--- src/rtl/voice_allocator.sv ---
// voice_allocator
//   Shares NUM_VOICES tone generators among NUM_KEYS keyboard keys. A scan
//   pointer walks the synchronised key bitmask; a press allocates a voice, a
//   release frees it (or marks it sustained while the pedal is down), a pedal
//   release drops every sustained voice, and panic silences everything.
//
//   Optional feature: define VOICE_STEAL_EN so that a press that finds no free
//   voice takes over the voice with the oldest allocation instead of being
//   dropped.
//
// Ports
//   clk          in   system clock
//   reset        in   asynchronous active-low reset
//   key          in   raw key levels, 1 = held (2-flop synchronised)
//   sustain      in   sustain pedal level (2-flop synchronised)
//   panic        in   all-notes-off level (2-flop synchronised)
//   note         out  bitmask of keys currently owning a voice (registered)
//   voice_key    out  key index per voice, voice v at [v*KEY_W +: KEY_W]
//   voice_active out  voice owns a key (held or sustained)
//   voice_trig   out  1-cycle pulse when a voice is (re)assigned
//   overflow     out  1-cycle pulse when a press finds no free voice
module voice_allocator #(
  parameter int NUM_KEYS   = 27,
  parameter int NUM_VOICES = 4,
  parameter int KEY_W      = 5
) (
  input  logic                        clk,
  input  logic                        reset,
  input  logic [NUM_KEYS-1:0]         key,
  input  logic                        sustain,
  input  logic                        panic,
  output logic [NUM_KEYS-1:0]         note,
  output logic [NUM_VOICES*KEY_W-1:0] voice_key,
  output logic [NUM_VOICES-1:0]       voice_active,
  output logic [NUM_VOICES-1:0]       voice_trig,
  output logic                        overflow
);

  localparam int RANK_W = (NUM_VOICES > 1) ? $clog2(NUM_VOICES) : 1;

  typedef enum logic [2:0] {SCAN, ALLOC, FREE, SUSREL, PANIC} state_t;

  state_t                              state_q, state_d;
  logic [KEY_W-1:0]                    ptr_q, ptr_d;
  logic [NUM_KEYS-1:0]                 prev_q, prev_d;
  logic [NUM_KEYS-1:0]                 key_s1_q, key_s_q;
  logic                                sus_s1_q, sus_s_q;
  logic                                pan_s1_q, pan_s_q;
  logic                                sus_prev_q, sus_prev_d;
  logic [NUM_VOICES-1:0]               sust_q, sust_d;
  logic [NUM_VOICES-1:0][RANK_W-1:0]   rank_q, rank_d;
  logic [NUM_VOICES-1:0][KEY_W-1:0]    vkey_q, vkey_d;
  logic [NUM_VOICES-1:0]               active_q, active_d;
  logic [NUM_VOICES-1:0]               trig_q, trig_d;
  logic                                ovf_q, ovf_d;
  logic [NUM_KEYS-1:0]                 note_q, note_d;

  logic [KEY_W-1:0]                    ptr_next;
  logic                                own_hit, free_hit;
  logic [RANK_W-1:0]                   own_idx, free_idx, old_idx;
  logic                                alloc_go;
  logic [RANK_W-1:0]                   alloc_idx;

  assign ptr_next = (ptr_q == KEY_W'(NUM_KEYS - 1)) ? '0 : ptr_q + 1'b1;

  // Voice lookups: owner of the key at ptr, lowest free voice, oldest voice.
  always_comb begin
    own_hit  = 1'b0;
    own_idx  = '0;
    free_hit = 1'b0;
    free_idx = '0;
    old_idx  = '0;
    for (int unsigned v = 0; v < NUM_VOICES; v++) begin
      if (!own_hit && active_q[v] && (vkey_q[v] == ptr_q)) begin
        own_hit = 1'b1;
        own_idx = RANK_W'(v);
      end
      if (!free_hit && !active_q[v]) begin
        free_hit = 1'b1;
        free_idx = RANK_W'(v);
      end
      if (rank_q[v] == RANK_W'(NUM_VOICES - 1)) old_idx = RANK_W'(v);
    end
  end

  always_comb begin
    state_d    = state_q;
    ptr_d      = ptr_q;
    prev_d     = prev_q;
    sus_prev_d = sus_prev_q;
    sust_d     = sust_q;
    rank_d     = rank_q;
    vkey_d     = vkey_q;
    active_d   = active_q;
    trig_d     = '0;
    ovf_d      = 1'b0;
    alloc_go   = 1'b0;
    alloc_idx  = '0;

    note_d = '0;
    for (int unsigned v = 0; v < NUM_VOICES; v++) begin
      if (active_q[v]) note_d[vkey_q[v]] = 1'b1;
    end

    case (state_q)
      SCAN: begin
        // Pedal history only advances here so a pedal release that happens
        // during ALLOC/FREE is still seen on the next SCAN cycle.
        sus_prev_d = sus_s_q;
        if (pan_s_q) begin
          // Silence on entry so voices drop one cycle earlier.
          state_d  = PANIC;
          active_d = '0;
          sust_d   = '0;
          prev_d   = key_s_q;
        end else if (sus_prev_q && !sus_s_q) begin
          state_d = SUSREL;
        end else if (key_s_q[ptr_q] && !prev_q[ptr_q]) begin
          state_d = ALLOC;
        end else if (!key_s_q[ptr_q] && prev_q[ptr_q]) begin
          state_d = FREE;
        end else begin
          ptr_d = ptr_next;
        end
      end

      ALLOC: begin
        prev_d[ptr_q] = 1'b1;
        if (own_hit) begin
          alloc_go       = 1'b1;
          alloc_idx      = own_idx;
          sust_d[own_idx] = 1'b0;
        end else if (free_hit) begin
          alloc_go  = 1'b1;
          alloc_idx = free_idx;
        end else begin
          ovf_d = 1'b1;
`ifdef VOICE_STEAL_EN
          alloc_go        = 1'b1;
          alloc_idx       = old_idx;
          sust_d[old_idx] = 1'b0;
`endif
        end
        if (alloc_go) begin
          vkey_d[alloc_idx]   = ptr_q;
          active_d[alloc_idx] = 1'b1;
          trig_d[alloc_idx]   = 1'b1;
          // Move the assigned voice to the front of the age order.
          for (int unsigned v = 0; v < NUM_VOICES; v++) begin
            if (rank_q[v] < rank_q[alloc_idx]) rank_d[v] = rank_q[v] + 1'b1;
          end
          rank_d[alloc_idx] = '0;
        end
        state_d = SCAN;
        ptr_d   = ptr_next;
      end

      FREE: begin
        prev_d[ptr_q] = 1'b0;
        if (own_hit) begin
          if (sus_s_q) sust_d[own_idx]   = 1'b1;
          else         active_d[own_idx] = 1'b0;
        end
        state_d = SCAN;
        ptr_d   = ptr_next;
      end

      SUSREL: begin
        for (int unsigned v = 0; v < NUM_VOICES; v++) begin
          if (sust_q[v]) begin
            active_d[v] = 1'b0;
            sust_d[v]   = 1'b0;
          end
        end
        state_d = SCAN;
      end

      PANIC: begin
        active_d = '0;
        sust_d   = '0;
        prev_d   = key_s_q;
        if (!pan_s_q) begin
          state_d = SCAN;
          ptr_d   = '0;
        end
      end

      default: state_d = SCAN;
    endcase
  end

  always_ff @(posedge clk or negedge reset) begin
    if (!reset) begin
      state_q    <= SCAN;
      ptr_q      <= '0;
      prev_q     <= '0;
      key_s1_q   <= '0;
      key_s_q    <= '0;
      sus_s1_q   <= 1'b0;
      sus_s_q    <= 1'b0;
      pan_s1_q   <= 1'b0;
      pan_s_q    <= 1'b0;
      sus_prev_q <= 1'b0;
      sust_q     <= '0;
      for (int unsigned v = 0; v < NUM_VOICES; v++) rank_q[v] <= RANK_W'(v);
      vkey_q     <= '0;
      active_q   <= '0;
      trig_q     <= '0;
      ovf_q      <= 1'b0;
      note_q     <= '0;
    end else begin
      state_q    <= state_d;
      ptr_q      <= ptr_d;
      prev_q     <= prev_d;
      key_s1_q   <= key;
      key_s_q    <= key_s1_q;
      sus_s1_q   <= sustain;
      sus_s_q    <= sus_s1_q;
      pan_s1_q   <= panic;
      pan_s_q    <= pan_s1_q;
      sus_prev_q <= sus_prev_d;
      sust_q     <= sust_d;
      rank_q     <= rank_d;
      vkey_q     <= vkey_d;
      active_q   <= active_d;
      trig_q     <= trig_d;
      ovf_q      <= ovf_d;
      note_q     <= note_d;
    end
  end

  assign note         = note_q;
  assign voice_key    = vkey_q;
  assign voice_active = active_q;
  assign voice_trig   = trig_q;
  assign overflow     = ovf_q;

endmodule

--- config.mk ---
export PLATFORM = sky130hd
export DESIGN_NAME = voice_allocator
export DESIGN_NICKNAME = d
export VERILOG_FILES = /design/src/rtl/voice_allocator.sv
export SDC_FILE = /design/constraint.sdc
export NUM_CORES = 1
export LEC_CHECK = 0
export ABC_AREA = 1
export BUFFER_PORTS_ARGS = -buffer_cell sky130_fd_sc_hd__buf_2
export CORE_MARGIN = 5
export CORE_UTILIZATION = 59
export DETAILED_ROUTE_END_ITERATION = 6
export PLACE_DENSITY = 0.8
export REMOVE_ABC_BUFFERS = 1
export SYNTH_ARGS = -nofsm -noshare
export SYNTH_HDL_FRONTEND = slang
export SYNTH_SLANG_ARGS = --single-unit
--- constraint.sdc ---
create_clock -name clk -period 3.2 [get_ports clk]
set_input_delay 0.48 -clock clk [delete_from_list [all_inputs] [get_ports clk]]
set_output_delay 0.48 -clock clk [all_outputs]
set_load 0.1 [all_outputs]
==> impl_summary.log, run 1 <==
INFO  metric synth_top_flop_cell = dfrtp_1
INFO  metric final_hold_viol_count = 0
INFO  metric final_layout_size_suffix_gt1_share = between 20% and 30%
INFO  metric core_region_area = about 13000 um2
INFO  metric finish.net_count = just over 1k
INFO  metric report.final.setup_viol = 0
INFO  metric die_width = ~120 um
INFO  metric yosys_register_bits = 154
INFO  metric vias = roughly 6.9k
INFO  metric mostFrequentLayoutCells = 169 x nand2_1, 154 x dfrtp_1, 92 x nor2_1
INFO  metric synth.yosys.seq_area_share = 49.7%
INFO  metric clockRootBuffer = clkbuf_16
INFO  metric worst_slew_pin_slew = 0.634 ns
INFO  metric grt_overflow = 0
INFO  metric floorplan.die_area = ~16000 um2
INFO  metric crit_start = ptr_q[2]
INFO  metric initialDrtViolationCount = a little over 800
INFO  metric combinational_family_with_the_most_area_after_synthesis = simple AND/OR/NAND/NOR gates
INFO  metric cp_num_buf_inv = 2
INFO  metric dp_hpwl = 14700 um
INFO  metric multiplexer_share_of_the_synthesized_area = 0%
INFO  metric syn_inst_count = between 800 and 900
INFO  metric cpMostUsedCell = nand2_1
INFO  metric critical_path_class = flop to flop
INFO  metric synth-compound-area-share = between 20% and 30%
INFO  metric critical-path-max-stage-delay = about 0.57 ns
INFO  metric final.min_clock_period = around 2.9 ns
INFO  metric cap_viol_max_count = 0
INFO  metric initial_antenna_violation_count = 0
INFO  metric status = complete, no violations
INFO  metric path_clk_slew = approximately 0.060 ns
INFO  metric synth.lib_cells_used.distinct = 44
INFO  metric simple_gate_portion_of_the_synthesized_area = a little over a fifth
INFO  metric placement.io_buffers = 86
INFO  metric cell_chain_of_the_critical_path = inv_2 > nand2_1 > nor2_1 > nand2_1 > nand2_1 > a2111o_1 > ha_1 > inv_1 > nand2_1 > o31ai_1 > nand3_2 > nor3_1 > nand3_1 > nand2_1 > nor2_1
INFO  metric synth_enable_flop_cells = 0
INFO  metric postSynth.asyncResetShare = between 90% and 100%
INFO  metric reg2reg_from = ptr_q[2]
INFO  metric rsz0062_at_grt = false
INFO  metric crit_required = 3.51 ns
INFO  metric routabilityCongestion = 0.957
INFO  metric numCtsBuffers = 17
INFO  metric largest_net_degree_at_the_start_of_global_routing = 115
INFO  metric grt_pass1_vias = 6679
INFO  metric critPathSlowestCell = dfrtp_1
INFO  metric cellPowerDensity = roughly 800 nW/um2
INFO  metric die-height = 125 um
INFO  metric antenna_diode_count = 0
INFO  metric synth.yosys.warnings = 0
INFO  metric netlist_area = between 7000 and 8000 um2
INFO  metric crit_path_start_kind = flop
INFO  metric area_delta_synth_final = 14.5%
INFO  metric clock_sinks = around 150
INFO  metric fp-row-count = 41
INFO  metric leakage = slightly above 4 nW
INFO  metric maximum_vdd_drop = roughly 660 uV
INFO  metric initial_utilization = slightly above 60%
INFO  metric worstHoldStart = key[12]
INFO  metric route.detailed.drc = 0
INFO  metric antenna_violating_nets_post_route = 0
INFO  metric wire_length_of_the_first_global_routing_pass = about 34000 um
INFO  metric synth-adder-area-share = less than 1%
INFO  metric critPathTopFamily = simple AND/OR/NAND/NOR gates
INFO  metric detailedRoute.firstPassIterationCount = 5
INFO  metric global_route.usage.total = a little over a quarter
INFO  metric synth_area_per_inst = roughly 8.7 um2
INFO  metric wl_per_cell = approximately 18 um
INFO  metric timing.fmax = about 340 MHz
INFO  metric place_worst_setup_slack = around 0.3 ns
INFO  metric crit_fanout = 13
INFO  metric clk_latency = 0.43 ns
INFO  metric cts_buffer_depth = 2
INFO  metric worst_slew_margin_rel = just under 60%
INFO  metric cts_tree = yes
INFO  metric worst_hold_path_type = input pin to flop
INFO  metric postLayoutSetupSlackWorst = between 0.2 and 0.3 ns
INFO  metric route.detailed.vias_per_inst = 5.98
INFO  metric fin_setup_tns = 0 ns
INFO  metric report.final.slew_viol_count = 0
INFO  metric detail_route.wirelength = 20800 um
INFO  metric critical_path.endpoint_type = flop
INFO  metric h-tree-depth = 4
INFO  metric final_min_period_over_clock_period = between 90% and 100%
INFO  metric layout_commonest_cell = nand2_1
INFO  metric timing.clock.skew = ~0.0065 ns
INFO  metric data_arrival_critical_path = 3.25 ns
INFO  metric post_synth_xor_area_fraction = 0%
INFO  metric io_pins = 87
[cell families (layout without fill, tap and decap cells)]
kind of cell    count (synthesis)  after routing
buf+inv                       126            218
simple gates                  372            372
compound gates                237            237
flops                         154            154
fa+ha+maj                       6              6
[per-layer routing]
metal | global-route usage (%) | vias to the layer above | part of all wire [%]
met5 | 0 | - | 0
met4 | 14.4 | 0 | 4.0
met3 | 6.17 | 84 | 7.6
met2 | 44.0 | 383 | 49
met1 | 34.1 | 3260 | 39
li1 | - | 3206 | -
[what timing repair did]
action | 4_1_cts | 5_1_grt
hold endpoints to repair | 40 | 0
hold buffers | 1 | 0
setup endpoints to repair | 0 | 1
setup buffers | 0 | 0
gates resized for setup | 0 | 2
[metrics by stage]
step | instances | util [%] | instance area (um2) | total power [mW] | hold slack (ns)
after floorplan | 860 | - | 7530 | 4.33 | 0.184
after global placement | 1127 | 64.9 | 8260 | 4.98 | 0.332
after detailed placement | 1127 | 64.9 | 8260 | 5.02 | 0.335
after CTS | 1159 | 69.6 | 8860 | 7.05 | 0.142
after global routing | 1159 | 69.7 | 8870 | 7.51 | 0.136
final | 1159 | 69.7 | 8870 | 7.07 | 0.153
[power breakdown]
part           total [mW]  leakage [nW]  switching (mW)  internal, mW
registers            2.52          1.94           0.277          2.24
clock network        2.02         0.285           0.782          1.24
logic                2.53          1.93            1.78         0.749
total                7.07          4.15            2.84          4.23
[area by class of cell]
cell class                      instances  area [um2]
Clock buffer                           19         443
Timing Repair Buffer                   96         527
Inverter                               91         348
Sequential cell                       154        3850
Tap cell                              172         215
Fill cell                            1055        3860
Multi-Input combinational cell        615        3330
Clock inverter                         12         150
[cells in the mapped netlist, types with 9 or more instances]
cell / count / area (um2)
nor3_1: 14 / 70.1
dfrtp_1: 154 / 3850
o22a_1: 25 / 219
nand2_2: 9 / 56.3
o21ai_1: 13 / 65.1
o221ai_1: 26 / 228
a32o_1: 9 / 90.1
o21ai_0: 80 / 400
nand3_1: 54 / 270
a21oi_1: 35 / 175
a21oi_2: 11 / 96.3
nor2_2: 13 / 81.3
inv_2: 11 / 41.3
buf_6: 9 / 101
nor2_1: 94 / 353
inv_1: 77 / 289
nand2_1: 169 / 634
o21ai_2: 15 / 131
clkbuf_1: 18 / 67.6
[flip-flops by register name, summed over array words and instances (netlist names)]
| register | cells |
|---|---|
| key_s1_q | 27 |
| key_s_q | 27 |
| sus_prev_q | 1 |
| sus_s_q | 1 |
| pan_s1_q | 1 |
| sust_q | 4 |
| voice_active | 4 |
| sus_s1_q | 1 |
| pan_s_q | 1 |
| ptr_q | 5 |
| voice_trig | 4 |
| prev_q | 27 |
| state_q | 3 |
| voice_key | 20 |
| note | 27 |
| overflow | 1 |
[path summary, 6_finish.rpt]
| path | depth (start not counted) | endpoint | slack (ns) |
|---|---|---|---|
| worst max-delay path | 15 | ptr_q[4] | 0.27 |
| worst min-delay path | 1 | key_s1_q[12] | 0.15 |
| worst max register to register | 15 | ptr_q[4] | 0.27 |
| worst min register to register | 0 | key_s_q[16] | 0.34 |
| max in group asynchronous | 3 | key_s1_q[9] | 1.77 |
| min in group asynchronous | 2 | note[24] | 0.51 |
(Power assumes the default switching activity.)
==> inputs of run 2 (changes only) <==
--- a/config.mk
+++ b/config.mk
@@ -8,9 +8,9 @@
 export ABC_AREA = 1
 export BUFFER_PORTS_ARGS = -buffer_cell sky130_fd_sc_hd__buf_2
 export CORE_MARGIN = 5
-export CORE_UTILIZATION = 59
+export CORE_UTILIZATION = 45
 export DETAILED_ROUTE_END_ITERATION = 6
-export PLACE_DENSITY = 0.8
+export PLACE_DENSITY = 0.64
 export REMOVE_ABC_BUFFERS = 1
 export SYNTH_ARGS = -nofsm -noshare
 export SYNTH_HDL_FRONTEND = slang
==> impl_summary.log, run 2 (synthesized netlist as in run 1, its figures left out) <==
INFO  metric leakage = 4.20 nW (+1.1%)
INFO  metric wl_per_cell = 17.9 um (-0.46%)
INFO  metric core_region_area = 17100 um2 (+35%)
INFO  metric antenna_violating_nets_post_route = 0 (unchanged)
INFO  metric h-tree-depth = 4 (unchanged)
INFO  metric postLayoutSetupSlackWorst = 0.314 ns (+0.0483 ns)
INFO  metric floorplan.die_area = 19900 um2 (+28%)
INFO  metric numCtsBuffers = 17 (unchanged)
INFO  metric die-height = 141 um (+13%)
INFO  metric cellPowerDensity = 803 nW/um2 (+0.76%)
INFO  metric hold_buf_count_cts = 0 (-1)
INFO  metric final_hold_viol_count = 0 (unchanged)
INFO  metric place_worst_setup_slack = 0.222 ns (-0.0778 ns)
INFO  metric global_route.usage.total = 22.5% (-4.7 points)
INFO  metric clockRootBuffer = clkbuf_16
INFO  metric clk_latency = 0.43 ns (about the same)
INFO  metric finish.net_count = 1017 (+0.49%)
INFO  metric post_route_utilization = 52.5% (-17 points)
INFO  metric fin_total_pwr = 7.22 mW (+2.1%)
INFO  metric report.final.slew_viol_count = 0 (unchanged)
INFO  metric clock_sinks = 154 (unchanged)
INFO  metric fin_setup_tns = 0 ns (unchanged)
INFO  metric initialDrtViolationCount = 453 (-45%)
INFO  metric route.detailed.drc = 0 (unchanged)
INFO  metric worst_slew_pin_slew = 0.755 ns (+0.120 ns)
INFO  metric mostFrequentLayoutCells = 169 x nand2_1, 154 x dfrtp_1, 92 x nor2_1
INFO  metric layout_commonest_cell = nand2_1
INFO  metric die_width = 141 um (+13%)
INFO  metric detail_route.wirelength = 21800 um (+4.6%)
INFO  metric worst_slew_margin_rel = 49.7% (-8.0 points)
INFO  metric grt_overflow = 0 (unchanged)
INFO  metric data_arrival_critical_path = 3.20 ns (-0.05 ns)
INFO  metric cts_tree = yes
INFO  metric maximum_vdd_drop = 458 uV (-31%)
INFO  metric area_delta_synth_final = 16.0%
INFO  metric vias = 6690 (-3.5%)
INFO  metric status = complete, no violations
INFO  metric placed_cells = 1186 (+5.2%)
INFO  metric antenna_diode_count = 0 (unchanged)
INFO  metric final_layout_size_suffix_gt1_share = 21.2% (+0.68 points)
INFO  metric dpl_cell_area = 8360 um2 (+1.2%)
INFO  metric detailedRoute.firstPassIterationCount = 5 (unchanged)
INFO  metric largest_net_degree_at_the_start_of_global_routing = 83 (-28%)
INFO  metric final.min_clock_period = 2.89 ns (-0.0483 ns)
INFO  metric wire_length_of_the_first_global_routing_pass = 35300 um (+3.0%)
INFO  metric crit_required = 3.51 ns (about the same)
INFO  metric fin_cells = 1218 (+5.1%)
INFO  metric placement.io_buffers = 86 (unchanged)
INFO  metric io_pins = 87 (unchanged)
INFO  metric fp-row-count = 48 (+17%)
INFO  metric timing.fmax = 346 MHz (+1.7%)
INFO  metric rsz0062_at_grt = false
INFO  metric dp_hpwl = 15500 um (+5.9%)
INFO  metric crit_path_start_kind = flop
INFO  metric route.detailed.vias_per_inst = 5.49 (-8.2%)
INFO  metric final_min_period_over_clock_period = 90.2% (-1.5 points)
INFO  metric grt_pass1_vias = 6627 (-0.78%)
INFO  metric cts_buffer_depth = 2 (unchanged)
INFO  metric critical_path.endpoint_type = flop
INFO  metric path_clk_slew = 0.06 ns (about the same)
INFO  metric routabilityCongestion = 0.946 (-1.1%)
INFO  metric crit_fanout = 13 (unchanged)
INFO  metric critical_path_class = flop to flop
INFO  metric timing.hold.ws = 0.0856 ns (-0.0670 ns)
INFO  metric worst_hold_path_type = input pin to async pin
INFO  metric worst-r2r-cell-count = 15 (unchanged)
INFO  metric timing.clock.skew = 0.0102 ns (+0.00369 ns)
INFO  metric filler_cell_count = 1594 (+51%)
INFO  metric initial_antenna_violation_count = 0 (unchanged)
INFO  metric report.final.setup_viol = 0 (unchanged)
INFO  metric initial_utilization = 45.3% (-16 points)
INFO  metric cap_viol_max_count = 0 (unchanged)
INFO  metric post-route-cell-area = 8980 um2 (+1.3%)
-- run 2: layout make-up --
class	instances	area (um2)	share of cell area [%]
clock buffer	19	453	5.04
clock inverter	13	166	1.85
inverter	91	350	3.90
multi-input combinational	615	3330	37.1
sequential	154	3850	42.9
tap	225	282	3.13
timing repair buffer	101	549	6.11
-- run 2: report_power, final --
group	switching [mW]	internal, mW	leakage, nW	total, mW
clock	0.833	1.27	0.308	2.11
combinational	1.84	0.758	1.95	2.60
sequential	0.267	2.24	1.94	2.51
-- run 2: per-layer routing --
metal	wire (um)	share of wire (%)	GRT usage, %	vias up
li1	-	-	-	3203
met1	9190	42	27.8	3194
met2	10700	49	37.9	227
met3	1070	4.9	3.87	66
met4	843	3.9	11.2	0
met5	0	0	0	-
-- run 2: worst max-delay path: stages (launching register included) --
cell	delay [ns]
dfrtp_1	0.58
inv_2	0.22
nand2_1	0.13
nor2_1	0.08
nand2_1	0.12
nand2_1	0.09
a2111o_1	0.35
ha_1	0.21
inv_1	0.05
nand2_1	0.06
o31ai_1	0.23
nand3_2	0.17
nor3_1	0.24
nand3_1	0.10
nand2_1	0.08
nor2_1	0.04
-- run 2: path summary, 6_finish.rpt --
kind                                endpoint  slack [ns]         start
min in group clk                key_s1_q[14]        0.15       key[14]
max in group asynchronous          prev_q[1]        2.27         reset
worst max-delay path                ptr_q[4]        0.31      ptr_q[2]
worst min-delay path                note[12]        0.09         reset
worst min register to register   key_s_q[13]        0.34  key_s1_q[13]
worst max register to register      ptr_q[4]        0.31      ptr_q[2]
-- run 2: what timing repair did --
action	in CTS	in global routing
resized for setup	0	4
endpoints found under the setup margin	0	1
setup buffers	0	0
==> inputs of run 3 (changes only) <==
==> constraint.sdc (replaced) <==
create_clock -name clk -period 3.3 [get_ports clk]
set_input_delay 0.495 -clock clk [delete_from_list [all_inputs] [get_ports clk]]
set_output_delay 0.495 -clock clk [all_outputs]
set_load 0.1 [all_outputs]
==> impl_summary.log, run 3 (synthesized netlist as in run 1, its figures left out) <==
INFO  metric placement.io_buffers = 86 (unchanged)
INFO  metric core_region_area = 17100 um2 (unchanged)
INFO  metric critical_path.endpoint_type = flop
INFO  metric critical_path_class = flop to flop
INFO  metric dpl_cell_area = 8330 um2 (-0.27%)
INFO  metric filler_cell_count = 1653 (+3.7%)
INFO  metric largest_net_degree_at_the_start_of_global_routing = 57 (-31%)
INFO  metric fin_cells = 1215 (-0.25%)
INFO  metric initial_utilization = 45.3% (unchanged)
INFO  metric dp_hpwl = 15400 um (-0.68%)
INFO  metric initial_antenna_violation_count = 0 (unchanged)
INFO  metric maximum_vdd_drop = 514 uV (+12%)
INFO  metric die-height = 141 um (unchanged)
INFO  metric finish.net_count = 1014 (-0.29%)
INFO  metric initialDrtViolationCount = 570 (+26%)
INFO  metric antenna_diode_count = 0 (unchanged)
INFO  metric post_route_utilization = 52.0% (-0.50 points)
INFO  metric worst_slew_margin_rel = 60.4% (+11 points)
INFO  metric report.final.setup_viol = 0 (unchanged)
INFO  metric wire_length_of_the_first_global_routing_pass = 35300 um (+0.12%)
INFO  metric final.min_clock_period = 2.91 ns (+0.0242 ns)
INFO  metric cap_viol_max_count = 0 (unchanged)
INFO  metric io_pins = 87 (unchanged)
INFO  metric area_delta_synth_final = 14.9%
INFO  metric postLayoutSetupSlackWorst = 0.390 ns (+0.0758 ns)
INFO  metric fp-row-count = 48 (unchanged)
INFO  metric fin_setup_tns = 0 ns (unchanged)
INFO  metric crit_fanout = 11 (-2)
INFO  metric rsz0062_at_grt = false
INFO  metric status = complete, no violations
INFO  metric die_width = 141 um (unchanged)
INFO  metric report.final.slew_viol_count = 0 (unchanged)
INFO  metric mostFrequentLayoutCells = 169 x nand2_1, 154 x dfrtp_1, 93 x nor2_1
INFO  metric crit_required = 3.60 ns (+0.09 ns)
INFO  metric route.detailed.vias_per_inst = 5.55 (+0.97%)
INFO  metric placed_cells = 1183 (-0.25%)
INFO  metric crit_start = ptr_q[3]
INFO  metric final_hold_viol_count = 0 (unchanged)
INFO  metric floorplan.die_area = 19900 um2 (unchanged)
INFO  metric sequential_cell_area = 3850 um2 (unchanged)
INFO  metric detail_route.wirelength = 21400 um (-1.7%)
INFO  metric place_worst_setup_slack = 0.278 ns (+0.0553 ns)
INFO  metric routabilityCongestion = 0.952 (+0.59%)
INFO  metric wl_per_cell = 17.6 um (-1.4%)
INFO  metric route.detailed.drc = 0 (unchanged)
INFO  metric crit_path_start_kind = flop
INFO  metric post-route-cell-area = 8900 um2 (-0.95%)
INFO  metric hold_buf_count_cts = 0 (unchanged)
INFO  metric clk_latency = 0.43 ns (about the same)
INFO  metric leakage = 4.15 nW (-1.3%)
INFO  metric timing.fmax = 344 MHz (-0.83%)
INFO  metric grt_pass1_vias = 6720 (+1.4%)
INFO  metric clockRootBuffer = clkbuf_16
INFO  metric cellPowerDensity = 762 nW/um2 (-5.2%)
INFO  metric data_arrival_critical_path = 3.22 ns (+0.02 ns)
INFO  metric h-tree-depth = 4 (unchanged)
INFO  metric cts_buffer_depth = 2 (unchanged)
INFO  metric timing.clock.skew = 0.0137 ns (+0.00350 ns)
INFO  metric layout_commonest_cell = nand2_1
INFO  metric worst_hold_path_type = input pin to async pin
INFO  metric antenna_violating_nets_post_route = 0 (unchanged)
INFO  metric numCtsBuffers = 17 (unchanged)
INFO  metric multi_input_comb_area = 3330 um2 (about the same)
INFO  metric final_min_period_over_clock_period = 88.2% (-2.0 points)
INFO  metric detailedRoute.firstPassIterationCount = 5 (unchanged)
INFO  metric grt_overflow = 0 (unchanged)
INFO  metric clock_sinks = 154 (unchanged)
INFO  metric vias = 6738 (+0.72%)
INFO  metric worst-r2r-cell-count = 15 (unchanged)
INFO  metric reg2reg_from = ptr_q[3]
INFO  metric final_layout_size_suffix_gt1_share = 20.6% (-0.64 points)
INFO  metric cts_tree = yes
INFO  metric global_route.usage.total = 22.4% (-0.11 points)
INFO  metric path_clk_slew = 0.06 ns (about the same)
INFO  metric worst_slew_pin_slew = 0.592 ns (-0.162 ns)
run 3: cell types whose count changed in the layout (fill, tap and decap cells not counted):
cell	change
clkinvlp_4	+2
bufinv_16	-2
inv_6	-2
nor2_1	+1
nor2_2	-1
clkbuf_1	+3
buf_4	-3
clkinv_4	-1
run 3: worst paths after layout:
check / to / slack, ns
max: ptr_q[4] / 0.39
min: voice_key[6] / 0.02
max reg2reg: ptr_q[4] / 0.39
min reg2reg: key_s_q[6] / 0.35
max in group asynchronous: key_s_q[5] / 2.44
min in group clk: key_s1_q[2] / 0.17
run 3: through the flow:
| step | hold slack (ns) | total power [mW] |
|---|---|---|
| 6_report | 0.0207 | 6.78 |
| 5_1_grt | 0.0625 | 7.26 |
| 4_1_cts | 0.0242 | 6.81 |
| 3_5_place_dp | 0.335 | 4.94 |
| 3_3_place_gp | 0.332 | 4.91 |
| 2_1_floorplan | 0.199 | 4.20 |
run 3: metal layers:
metal  up-vias  GRT usage (%)  wire length [um]  part of all wire (%)
li1       3206              -                 -                     -
met1      3196           27.8              8990                    42
met2       274           37.9             10400                    49
met3        62           4.21              1200                   5.6
met4         0           9.84               793                   3.7
met5         -              0                 0                     0
run 3: cell type report:
class | count | share of cell area [%]
clock buffers | 22 | 5.22
inverters | 91 | 3.94
multi-input cells | 615 | 37.4
flip-flops and latches | 154 | 43.3
repair buffers | 98 | 5.92
clock inverters | 10 | 1.07
well taps | 225 | 3.16
run 3: where the power goes:
group	total, mW	leakage (nW)	switching [mW]	internal [mW]
Combinational	2.50	1.93	1.76	0.732
Clock	1.84	0.270	0.766	1.08
Sequential	2.44	1.94	0.268	2.17
Total	6.78	4.15	2.80	3.98
run 3: repair_timing:
action,CTS,global route
setup buffers,0,0
endpoints found under the setup margin,0,4
gates resized for setup,0,3
endpoints found under the hold margin,0,0
run 3: worst max-delay path, stage by stage (launching register included):
cell and delay [ns]:
dfrtp_1 0.63, inv_2 0.21, nand2_1 0.13, nor2_1 0.12
nand2_1 0.10, nand2_1 0.07, a2111o_1 0.35, ha_1 0.21
inv_1 0.05, nand2_1 0.06, o31ai_1 0.24, nand3_2 0.17
nor3_1 0.23, nand3_1 0.10, nand2_1 0.08, nor2_1 0.04
